## config.mk

```make
export PLATFORM = sky130hd
export DESIGN_NAME = ifetch_unit_flat
export DESIGN_NICKNAME = d
export VERILOG_FILES = /design/src/rtl/ifetch_unit_pkg.sv /design/src/rtl/ifetch_unit_if.sv /design/src/rtl/ifetch_unit_icache_dm.sv /design/src/rtl/ifetch_unit.sv /design/src/flat_wrapper.sv
export SDC_FILE = /design/constraint.sdc
export NUM_CORES = 1
export LEC_CHECK = 0
export ABC_AREA = 1
export BUFFER_PORTS_ARGS = -buffer_cell sky130_fd_sc_hd__buf_2
export CORE_ASPECT_RATIO = 0.5
export CORE_MARGIN = 5
export CORE_UTILIZATION = 55
export DETAILED_ROUTE_END_ITERATION = 12
export GPL_ROUTABILITY_DRIVEN = 0
export GPL_TIMING_DRIVEN = 0
export PLACE_DENSITY = 0.75
export SYNTH_ARGS = -nofsm -noshare
export SYNTH_HDL_FRONTEND = slang
export SYNTH_HIERARCHICAL = 1
export SYNTH_SLANG_ARGS = --single-unit
```

## constraint.sdc

```tcl
create_clock -name clk_in -period 3.4 [get_ports clk_in]
set_clock_uncertainty 0.1 [all_clocks]
set_input_delay 0.51 -clock clk_in [delete_from_list [all_inputs] [get_ports clk_in]]
set_output_delay 0.51 -clock clk_in [all_outputs]
set_load 0.02 [all_outputs]
```

## src/rtl/ifetch_unit_pkg.sv

```systemverilog
// rtl/ifetch_unit_pkg.sv - shared FSM encoding, compressed-detect constant and cache field widths
package ifetch_unit_pkg;

  typedef enum logic [1:0] {
    S_IDLE  = 2'd0,
    S_FETCH = 2'd1,
    S_DONE  = 2'd2
  } fetch_state_t;

  // Low two bits of byte 0 equal to this mark a full 32-bit instruction.
  localparam logic [1:0] UNCOMP_LO = 2'b11;

  localparam int INST_W = 32;
  localparam int ADDR_W = 32;

  function automatic int idx_w(input int lines);
    return $clog2(lines);
  endfunction

  function automatic int tag_w(input int lines);
    return ADDR_W - 1 - idx_w(lines);
  endfunction

endpackage

```

## src/rtl/ifetch_unit_if.sv

```systemverilog
// rtl/ifetch_unit_if.sv - byte memory port between the fetch unit and the memory arbiter
interface ifetch_unit_if;
  logic        mem_req;
  logic        mem_grant;
  logic [31:0] mem_a;
  logic        mem_wr;
  logic [7:0]  mem_din;

  modport master (output mem_req, mem_a, mem_wr, input mem_grant, mem_din);
  modport slave  (input mem_req, mem_a, mem_wr, output mem_grant, mem_din);
endinterface

```

## src/rtl/ifetch_unit_icache_dm.sv

```systemverilog
// rtl/ifetch_unit_icache_dm.sv - direct-mapped instruction cache, combinational lookup, registered fill
module icache_dm
  import ifetch_unit_pkg::*;
#(
  parameter int LINES = 16
) (
  input  logic              clk,
  input  logic              rst_n,
  input  logic [ADDR_W-1:0] lookup_addr,
  output logic              hit,
  output logic [INST_W-1:0] hit_inst,
  output logic              hit_c,
  input  logic              fill,
  input  logic [ADDR_W-1:0] fill_addr,
  input  logic [INST_W-1:0] fill_inst,
  input  logic              fill_c
);
  localparam int IW = idx_w(LINES);
  localparam int TW = tag_w(LINES);

  logic [LINES-1:0]  valid;
  logic [LINES-1:0]  cflag;
  logic [TW-1:0]     tags  [LINES];
  logic [INST_W-1:0] insts [LINES];
  logic [IW-1:0]     l_idx;
  logic [IW-1:0]     f_idx;
  logic              unused_lsb;

  assign l_idx      = lookup_addr[IW:1];
  assign f_idx      = fill_addr[IW:1];
  assign unused_lsb = lookup_addr[0] ^ fill_addr[0];

  assign hit      = valid[l_idx] && (tags[l_idx] == lookup_addr[ADDR_W-1:IW+1]);
  assign hit_inst = insts[l_idx];
  assign hit_c    = cflag[l_idx];

  always_ff @(posedge clk or negedge rst_n) begin
    if (!rst_n) begin
      valid <= '0;
    end else if (fill) begin
      valid[f_idx] <= 1'b1;
    end
  end

  // Payload needs no reset: it is only observed through a valid bit.
  always_ff @(posedge clk) begin
    if (fill) begin
      tags[f_idx]  <= fill_addr[ADDR_W-1:IW+1];
      insts[f_idx] <= fill_inst;
      cflag[f_idx] <= fill_c;
    end
  end
endmodule

```

## src/rtl/ifetch_unit.sv

```systemverilog
// rtl/ifetch_unit.sv - byte-serial instruction fetch with compressed detect
// Optional direct-mapped cache enabled by defining IFETCH_ICACHE_EN.
module ifetch_unit
  import ifetch_unit_pkg::*;
#(
  parameter int ICACHE_LINES = 16
) (
  input  logic          clk_in,
  input  logic          rst_n_in,
  input  logic          rdy_in,
  input  logic          clear,
  input  logic          if_enable,
  input  logic [31:0]   if_addr,
  output logic          inst_ready,
  output logic          is_c,
  output logic [31:0]   inst_val,
  ifetch_unit_if.master mem
);
  fetch_state_t state, state_nx;
  logic [31:0] fetch_pc;
  logic [1:0]  cnt;
  logic [23:0] asm_q;
  logic [31:0] inst_q;
  logic        c_q;
  logic        req_q, req_c;
  logic [31:0] a_q, a_c;
  logic [1:0]  a_off;
  logic        hit, hit_c;
  logic [31:0] hit_inst;
  logic        asm_c, last_byte, accept_miss, accept_hit;

  assign asm_c       = (asm_q[1:0] != UNCOMP_LO);
  assign last_byte   = (cnt == 2'd3) || ((cnt == 2'd1) && asm_c);
  assign accept_hit  = (state == S_IDLE) && if_enable && !clear && hit;
  assign accept_miss = (state == S_IDLE) && if_enable && !clear && !hit && mem.mem_grant;

  always_comb begin
    state_nx = state;
    req_c    = 1'b0;
    a_c      = if_addr;
    a_off    = cnt + 2'd1;
    case (state)
      S_IDLE: begin
        req_c = if_enable && !hit;
        if (accept_hit)       state_nx = S_DONE;
        else if (accept_miss) state_nx = S_FETCH;
      end
      S_FETCH: begin
        req_c = 1'b1;
        // Once the last needed byte is in flight, the address stops stepping.
        if (last_byte) a_off = cnt;
        a_c = fetch_pc + {30'd0, a_off};
        if (last_byte) state_nx = S_DONE;
      end
      S_DONE:  state_nx = S_IDLE;
      default: state_nx = S_IDLE;
    endcase
    if (clear) begin
      state_nx = S_IDLE;
      req_c    = 1'b0;
    end
  end

  always_ff @(posedge clk_in or negedge rst_n_in) begin
    if (!rst_n_in) begin
      state    <= S_IDLE;
      fetch_pc <= '0;
      cnt      <= '0;
      asm_q    <= '0;
      inst_q   <= '0;
      c_q      <= 1'b0;
      req_q    <= 1'b0;
      a_q      <= '0;
    end else if (rdy_in) begin
      state <= state_nx;
      req_q <= req_c;
      a_q   <= a_c;
      if (accept_miss || accept_hit) begin
        fetch_pc <= if_addr;
        cnt      <= 2'd0;
      end
      if (state == S_FETCH && !clear) begin
        cnt <= cnt + 2'd1;
        case (cnt)
          2'd0:    asm_q[7:0]   <= mem.mem_din;
          2'd1:    asm_q[15:8]  <= mem.mem_din;
          2'd2:    asm_q[23:16] <= mem.mem_din;
          default: ;
        endcase
        if (last_byte) begin
          c_q    <= asm_c;
          inst_q <= asm_c ? {16'h0000, mem.mem_din, asm_q[7:0]} : {mem.mem_din, asm_q[23:0]};
        end
      end
      if (accept_hit) begin
        c_q    <= hit_c;
        inst_q <= hit_inst;
      end
    end
  end

  // While stalled the port replays the last driven request so read data stays aligned.
  assign mem.mem_req = rst_n_in && (rdy_in ? req_c : req_q);
  assign mem.mem_a   = !rst_n_in ? 32'd0 : (rdy_in ? a_c : a_q);
  assign mem.mem_wr  = 1'b0;
  assign inst_ready  = (state == S_DONE) && rdy_in && !clear;
  assign inst_val    = inst_q;
  assign is_c        = c_q;

`ifdef IFETCH_ICACHE_EN
  icache_dm #(.LINES(ICACHE_LINES)) u_icache (
    .clk        (clk_in),
    .rst_n      (rst_n_in),
    .lookup_addr(if_addr),
    .hit        (hit),
    .hit_inst   (hit_inst),
    .hit_c      (hit_c),
    .fill       (inst_ready),
    .fill_addr  (fetch_pc),
    .fill_inst  (inst_q),
    .fill_c     (c_q)
  );
`else
  logic unused_lines;
  assign unused_lines = (ICACHE_LINES != 0);
  assign hit          = 1'b0;
  assign hit_inst     = '0;
  assign hit_c        = 1'b0;
`endif
endmodule

```

## src/flat_wrapper.sv

```systemverilog
// flat-port wrapper written by rule: the top's interface ports become plain ports
module ifetch_unit_flat import ifetch_unit_pkg::*;
#(
  parameter int ICACHE_LINES = 16
)
  (clk_in, rst_n_in, rdy_in, clear, if_enable, if_addr, inst_ready, is_c, inst_val, mem_mem_req, mem_mem_a, mem_mem_wr, mem_mem_grant, mem_mem_din);
  ifetch_unit_if mem_i ();
  input  logic clk_in;
  input  logic rst_n_in;
  input  logic rdy_in;
  input  logic clear;
  input  logic if_enable;
  input  logic [31:0] if_addr;
  output logic inst_ready;
  output logic is_c;
  output logic [31:0] inst_val;
  output wire logic [$bits(mem_i.mem_req)-1:0] mem_mem_req;
  output wire logic [$bits(mem_i.mem_a)-1:0] mem_mem_a;
  output wire logic [$bits(mem_i.mem_wr)-1:0] mem_mem_wr;
  input wire logic [$bits(mem_i.mem_grant)-1:0] mem_mem_grant;
  input wire logic [$bits(mem_i.mem_din)-1:0] mem_mem_din;
  assign mem_mem_req = mem_i.mem_req;
  assign mem_mem_a = mem_i.mem_a;
  assign mem_mem_wr = mem_i.mem_wr;
  assign mem_i.mem_grant = mem_mem_grant;
  assign mem_i.mem_din = mem_mem_din;
  ifetch_unit #(.ICACHE_LINES(ICACHE_LINES)) u_core (.clk_in(clk_in), .rst_n_in(rst_n_in), .rdy_in(rdy_in), .clear(clear), .if_enable(if_enable), .if_addr(if_addr), .inst_ready(inst_ready), .is_c(is_c), .inst_val(inst_val), .mem(mem_i));
endmodule
```

==> results.toml, run 1 <==
[run_status]
status = "finished, violations left"
failed_checks = "negative setup slack"

[power]
seqPwrFrac_pct = 39.0
p_comb_share_pct = 30.5
p_int_mw = 3.540
max-vdd-ir-drop_uv = 337.2
p_leak_nw = 4.164
p_clk_share_pct = 30.5
power_switching_mw = 2.150
p_sw_share_pct = 37.79
powerDensity_nw_per_um2 = 691.1

[cells_and_area]
drive_gt1_share_pct = 24.90
multiInputGateArea_um2 = 3043
synthToLayoutAreaGrowth_pct = 27.37
antenna_cells = 0
num-fill-cells = 964
regArea_um2 = 3156
nets = 1068

[cts]
cts.sinks = 126
clk_pin_slew_ns = 0.06
htree_levels = 4
numCtsBuffers = 17
cts_tree = "done"
ctsLongestPathBuffers = 2
root_buffer = "clkbuf_16"
clkLatencyLatePin_ns = 0.42

[synth]
yosys.area.top_type = "dfrtp_1"
synth_edf_count = 0
ys_top_cells_by_area = "dfrtp_1 49%, nand2_1 18%, nor2_1 5.9%"
ys_async_sr_fraction_pct = 100.0
syn_area_per_cell_um2 = 7.465
ys_types = 37
synth_cells = 866
ys_ff_latch = 126
yosysTopAreaCellShare_pct = 48.77
syn_area_um2 = 6465
ys_dominant_reg_cell = "dfrtp_1"
synth_nets = 919
yosysWarnings = 6
ys_seq_area_share_pct = 48.77

[global_routing]
grt_max_degree = 88
antenna_found_initial = 0
grtUsageTotal_pct = 27.96
grt_pass1_vias = 6458
gr-total-overflow = 0
grt_pass1_wl_um = 31130

[route]
wl_met1_um = 7757
detail_route.vias_per_cell = 5.326
wl_um = 18860
wl_per_cell_um = 15.81
firstDrtPassIters = 6
drc = 0
ant_nets = 0
route.met2.wl_um = 9044
dr.max_layer_used = "met4"
vias = 6354
wl_met3_um = 1626
drt_iter0_drc = 651

[sta]
setup_viol = 24
drv_slew = 0
layout_setup_ws_ns = -0.3371
fin_tns_setup_ns = -4.581
hold_viol = 0
whs_ns = 0.2148
rsz0062_at_grt = "yes"
post-route-period-util_pct = 109.9
slew_headroom_pct = 50.75
maxClockFrequency_mhz = 267.6
fin_crit_ns = 3.737
worst_pin_slew_ns = 0.7387

[placement]
port-buffer-count = 112
hpwl_um = 12900

[critical_path]
path_buf_inv = 3
slowest_delay_ns = 0.44
path_cells = "ha_2 -> a21oi_4 -> xor2_1 -> ha_2 -> inv_2 -> fa_2 -> nor2_4 -> nand2_4 -> nor2_4 -> buf_6 -> nand2_1 -> nand2_1 -> nand3_1 -> nand2_2 -> a21oi_1 -> buf_4"
start_kind = "flip-flop"
cp_top_family = "adder cells"
path_max_fanout = 5
required_ns = 2.79
cp.arrival_ns = 3.13
crit_type = "reg -> out"
crit_path_end_kind = "output pin"
slowest_stage = "dfrtp_2"

[die]
core_area_um2 = 11670
die_w_um = 163.3
start_util_pct = 55.42
fp-row-count = 28
io_pins = 114
dieHeight_um = 86.67
dieArea_um2 = 14150

[worst_hold_path]
hold_path.class = "in -> reg"

[run]
cap_violations = 0
cells in the final DEF (no fill, tap or decap), types with 4 or more instances in the layout:
| cell type | synthesis | layout |
|---|---|---|
| a31oi_1 | 8 | 8 |
| a21oi_2 | 0 | 9 |
| clkinv_4 | 0 | 6 |
| nand2_2 | 2 | 8 |
| dfrtp_1 | 126 | 124 |
| a21oi_1 | 41 | 32 |
| o21ai_1 | 6 | 9 |
| buf_4 | 5 | 40 |
| or2_2 | 8 | 8 |
| inv_1 | 68 | 62 |
| inv_2 | 7 | 12 |
| clkbuf_16 | 0 | 17 |
| nand2_4 | 1 | 4 |
| o21ai_0 | 63 | 58 |
| nor2_4 | 2 | 9 |
| inv_6 | 0 | 6 |
| o31ai_1 | 5 | 5 |
| nor2_2 | 6 | 5 |
| nand3_1 | 47 | 44 |
| buf_6 | 1 | 7 |
| clkbuf_1 | 12 | 12 |
| nor2_1 | 101 | 95 |
| and2_1 | 5 | 4 |
| nand2_1 | 310 | 301 |
| buf_2 | 13 | 100 |
state kept, by name (all words and copies together), names as in the netlist:
name,cells
u_core/a_q,32
u_core/asm_q,24
u_core/cnt,2
u_core/fetch_pc,32
u_core/inst_val,32
u_core/is_c,1
u_core/req_q,1
u_core/state,2
power by group through the flow:
stage | registers [mW] | logic [mW] | clock network (mW)
finish | 2.22 | 1.73 | 1.74
global route | 2.27 | 1.94 | 1.83
CTS | 2.20 | 1.64 | 1.77
detailed placement | 2.22 | 1.50 | 0
global placement | 2.20 | 1.45 | 0
floorplan | 2.27 | 0.936 | 0
routing by layer:
layer	vias to the layer above	GRT usage [%]
li1	3034	-
met1	3015	36.01
met2	270	46.47
met3	35	6.508
met4	0	11.04
met5	-	0
cell families (layout without fill, tap and decap cells):
logic type | Yosys count | in the layout | synth area share [%]
buffers and inverters | 110 | 272 | 7.083
and+or+nand+nor | 487 | 487 | 30.95
AOI/OAI and AO/OA | 132 | 132 | 11.26
DFF | 126 | 126 | 48.77
adders and majority gates | 7 | 7 | 1.471
other | 1 | 1 | 0.05801
xor gates and xnor gates | 3 | 3 | 0.4065
per-stage QoR:
| step | instance area (um^2) | util [%] | setup WS, ns | power [mW] | std cells |
|---|---|---|---|---|---|
| 2_1_floorplan | 6465 | - | 0.07633 | 3.206 | 866 |
| 3_3_place_gp | 7232 | 61.99 | -1.089 | 3.651 | 1143 |
| 3_5_place_dp | 7266 | 62.28 | -0.2863 | 3.716 | 1144 |
| 4_1_cts | 8079 | 69.25 | -0.3664 | 5.610 | 1186 |
| 5_1_grt | 8234 | 70.58 | -0.5180 | 6.044 | 1193 |
| 6_report | 8234 | 70.58 | -0.3371 | 5.690 | 1193 |
repair_timing:
item | CTS | global route
hold buffers | 1 | 0
pin swaps | 19 | 11
buffers inserted | 9 | 7
setup endpoints to repair | 31 | 31
hold endpoints to repair | 44 | 0
gates resized for setup | 57 | 34
area by class of cell:
class	count	area share, %
Tap cell	165	2.507
Buffer	33	2.021
Timing Repair Buffer	130	9.755
Clock buffer	18	5.334
Inverter	77	3.571
Sequential cell	126	38.32
Clock inverter	14	1.535
Multi-Input combinational cell	630	36.95
final timing paths:
| check | start | cells after the start | slack [ns] | end |
|---|---|---|---|---|
| max | u_core/cnt[0]$_DFFE_PN0P_ | 16 | -0.34 | mem_mem_a[26] |
| min | if_addr[0] | 3 | 0.21 | u_core/fetch_pc[0]$_DFFE_PN0P_ |
| max reg2reg | u_core/cnt[0]$_DFFE_PN0P_ | 15 | 0.64 | u_core/a_q[18]$_DFF_PN0_ |
| min reg2reg | u_core/inst_val[0]$_DFFE_PN0P_ | 2 | 0.37 | u_core/inst_val[0]$_DFFE_PN0P_ |
| max in group asynchronous | rst_n_in | 3 | 1.95 | u_core/asm_q[2]$_DFFE_PN0P_ |
| min in group asynchronous | rst_n_in | 2 | 0.50 | u_core/a_q[20]$_DFF_PN0_ |
Yosys cell counts (2+ instances only):
master	instances
and2_1	5
inv_2	7
buf_2	13
nor2_8	2
or2_2	8
a31oi_1	8
dfrtp_1	126
buf_4	5
o211ai_1	3
xor2_1	3
inv_1	68
nand2_1	310
nor2_4	2
o21ai_1	6
buf_1	2
nor2_2	6
ha_1	6
clkbuf_1	12
o31ai_1	5
nand3_1	47
a21oi_1	41
o31ai_2	3
o21ai_0	63
nand2_2	2
nor2_1	101
worst min-delay path: stages:
cell	delay (ns)
buf_2	0.09
nand2_1	0.05
nand2_1	0.05
(Power assumes the default switching activity.)
==> run 2, diff against run 1 <==
SKIP_CTS_REPAIR_TIMING = 1   (was default)
==> run 2 against run 1 <==
  * The flow still finishes with violations (negative setup slack)
  * Setup slack worse by 0.16 ns
  * Total power up 1.4%
  * Clock-buffer cell count unchanged
  * Global-route usage down 0.43 points
  * Sequential power about the same
  * Sequential share of layout area down 0.31 points
  * Cell area up 0.77%
  * Routed wire length up 1.3%
  * Cell count unchanged
  * Largest power group unchanged
  * Highest routed layer unchanged
==> results.toml, run 2 (synthesized netlist as in run 1, its figures left out) <==
[cells_and_area]
regArea_um2 = 3154
num-fill-cells = 964
final_common_cell = "nand2_1"
antenna_cells = 0
fin_util_pct = 71.13
synthToLayoutAreaGrowth_pct = 28.35
nets = 1068
multiInputGateArea_um2 = 3100
drive_gt1_share_pct = 26.07
final_cell_mix = "295 x nand2_1, 125 x dfrtp_1, 100 x buf_2"

[critical_path]
worstRegToRegCells = 16
reg2reg_slack_ns = 0.51
rr_startpoint = "u_core/cnt[1]$_DFFE_PN0P_"
cp.arrival_ns = 3.28
worstReg2RegEnd = "u_core/a_q[10]$_DFF_PN0_"
crit_path_end_kind = "output pin"
crit_type = "reg -> out"
start_kind = "flip-flop"
path_max_fanout = 5
required_ns = 2.79

[route]
wl_per_cell_um = 16.01
drc = 0
vias = 6440
drt_iter0_drc = 689
ant_nets = 0
firstDrtPassIters = 5
detail_route.vias_per_cell = 5.398
wl_um = 19100

[sta]
worst_pin_slew_ns = 0.7371
maxClockFrequency_mhz = 256.9
fin_crit_ns = 3.893
post-route-period-util_pct = 114.5
whs_ns = 0.2148
layout_setup_ws_ns = -0.4927
setup_viol = 28
drv_slew = 0
hold_viol = 0
slew_headroom_pct = 50.86
rsz0062_at_grt = "yes"

[worst_hold_path]
hold_depth = 3
hold_start = "if_addr[8]"
hold_path.class = "in -> reg"
hold_end = "u_core/fetch_pc[8]$_DFFE_PN0P_"

[global_routing]
grt_pass1_wl_um = 30620
grt_pass1_vias = 6319
antenna_found_initial = 0
grtUsageTotal_pct = 27.53
grt_max_degree = 88
gr-total-overflow = 0

[placement]
dp_slack_ns = -0.2863
hpwl_um = 12900
port-buffer-count = 112

[die]
dieHeight_um = 86.67
io_pins = 114
core_area_um2 = 11670
fp-row-count = 28
start_util_pct = 55.42
die_w_um = 163.3
dieArea_um2 = 14150

[cts]
clkLatencyLatePin_ns = 0.42
numCtsBuffers = 17
root_buffer = "clkbuf_16"
cts_tree = "done"
cts.sinks = 126
ctsLongestPathBuffers = 2
clk_pin_slew_ns = 0.06
htree_levels = 4

[power]
p_leak_nw = 4.159
powerDensity_nw_per_um2 = 695.4
max-vdd-ir-drop_uv = 346.1

[run_status]
failed_checks = "negative setup slack"
status = "finished, violations left"

[run]
cap_violations = 0
[run 2: stage by stage]
| step | cells | TNS (ns) | cell area [um^2] | total power, mW |
|---|---|---|---|---|
| 2_1_floorplan | 866 | 0 | 6465 | 3.206 |
| 3_5_place_dp | 1144 | -2.435 | 7266 | 3.716 |
| 4_1_cts | 1176 | -14.63 | 7831 | 5.473 |
| 3_3_place_gp | 1143 | -36.48 | 7232 | 3.651 |
| 6_report | 1193 | -7.104 | 8298 | 5.770 |
| 5_1_grt | 1193 | -12.87 | 8298 | 6.120 |
[run 2: final cells by class]
type | instances | share of cell area (%)
Clock buffer | 18 | 5.293
Tap cell | 165 | 2.488
Sequential cell | 126 | 38.01
Timing Repair Buffer | 130 | 9.771
Buffer | 33 | 2.005
Inverter | 77 | 3.543
Clock inverter | 14 | 1.523
Multi-Input combinational cell | 630 | 37.36
[run 2: where the power goes]
| group | total (mW) | switching (mW) | leakage [nW] | internal (mW) |
|---|---|---|---|---|
| Sequential | 2.22 | 0.311 | 1.59 | 1.91 |
| Combinational | 1.81 | 1.12 | 2.29 | 0.687 |
| Clock | 1.73 | 0.758 | 0.279 | 0.976 |
[run 2: worst max-delay path by stage]
| stage | slack [ns] | endpoint | startpoint |
|---|---|---|---|
| 2_1_floorplan | 0.08 | mem_mem_a[18] | u_core/cnt[1]$_DFFE_PN0P_ |
| 3_3_place_gp | -1.09 | mem_mem_a[27] | rst_n_in |
| 3_5_place_dp | -0.29 | mem_mem_a[28] | u_core/cnt[1]$_DFFE_PN0P_ |
| 4_1_cts | -0.75 | mem_mem_a[28] | u_core/cnt[1]$_DFFE_PN0P_ |
| 5_1_grt | -0.64 | mem_mem_a[18] | u_core/cnt[1]$_DFFE_PN0P_ |
| 6_report | -0.49 | mem_mem_a[18] | u_core/cnt[1]$_DFFE_PN0P_ |
[run 2: critical path, cell delays in order, from the launching register on]
cell and delay, ns:
dfrtp_1 0.42, inv_2 0.09, ha_4 0.17, a21oi_4 0.16, xor2_1 0.19, ha_2 0.23, inv_2 0.05, fa_2 0.39
nor2_4 0.17, nand2_4 0.11, nor2_4 0.22, nand2_1 0.08, nand2_1 0.06, nand2_1 0.05, nand2_1 0.06, nand2_2 0.10
a21oi_2 0.18, buf_6 0.14
[run 2: routing by layer]
layer / vias up / global-route usage (%) / wire length [um]
met5: - / 0 / 0
met4: 0 / 10.50 / 492
met3: 46 / 6.746 / 1568
met2: 309 / 45.34 / 9234
met1: 3051 / 35.74 / 7807
li1: 3034 / - / -
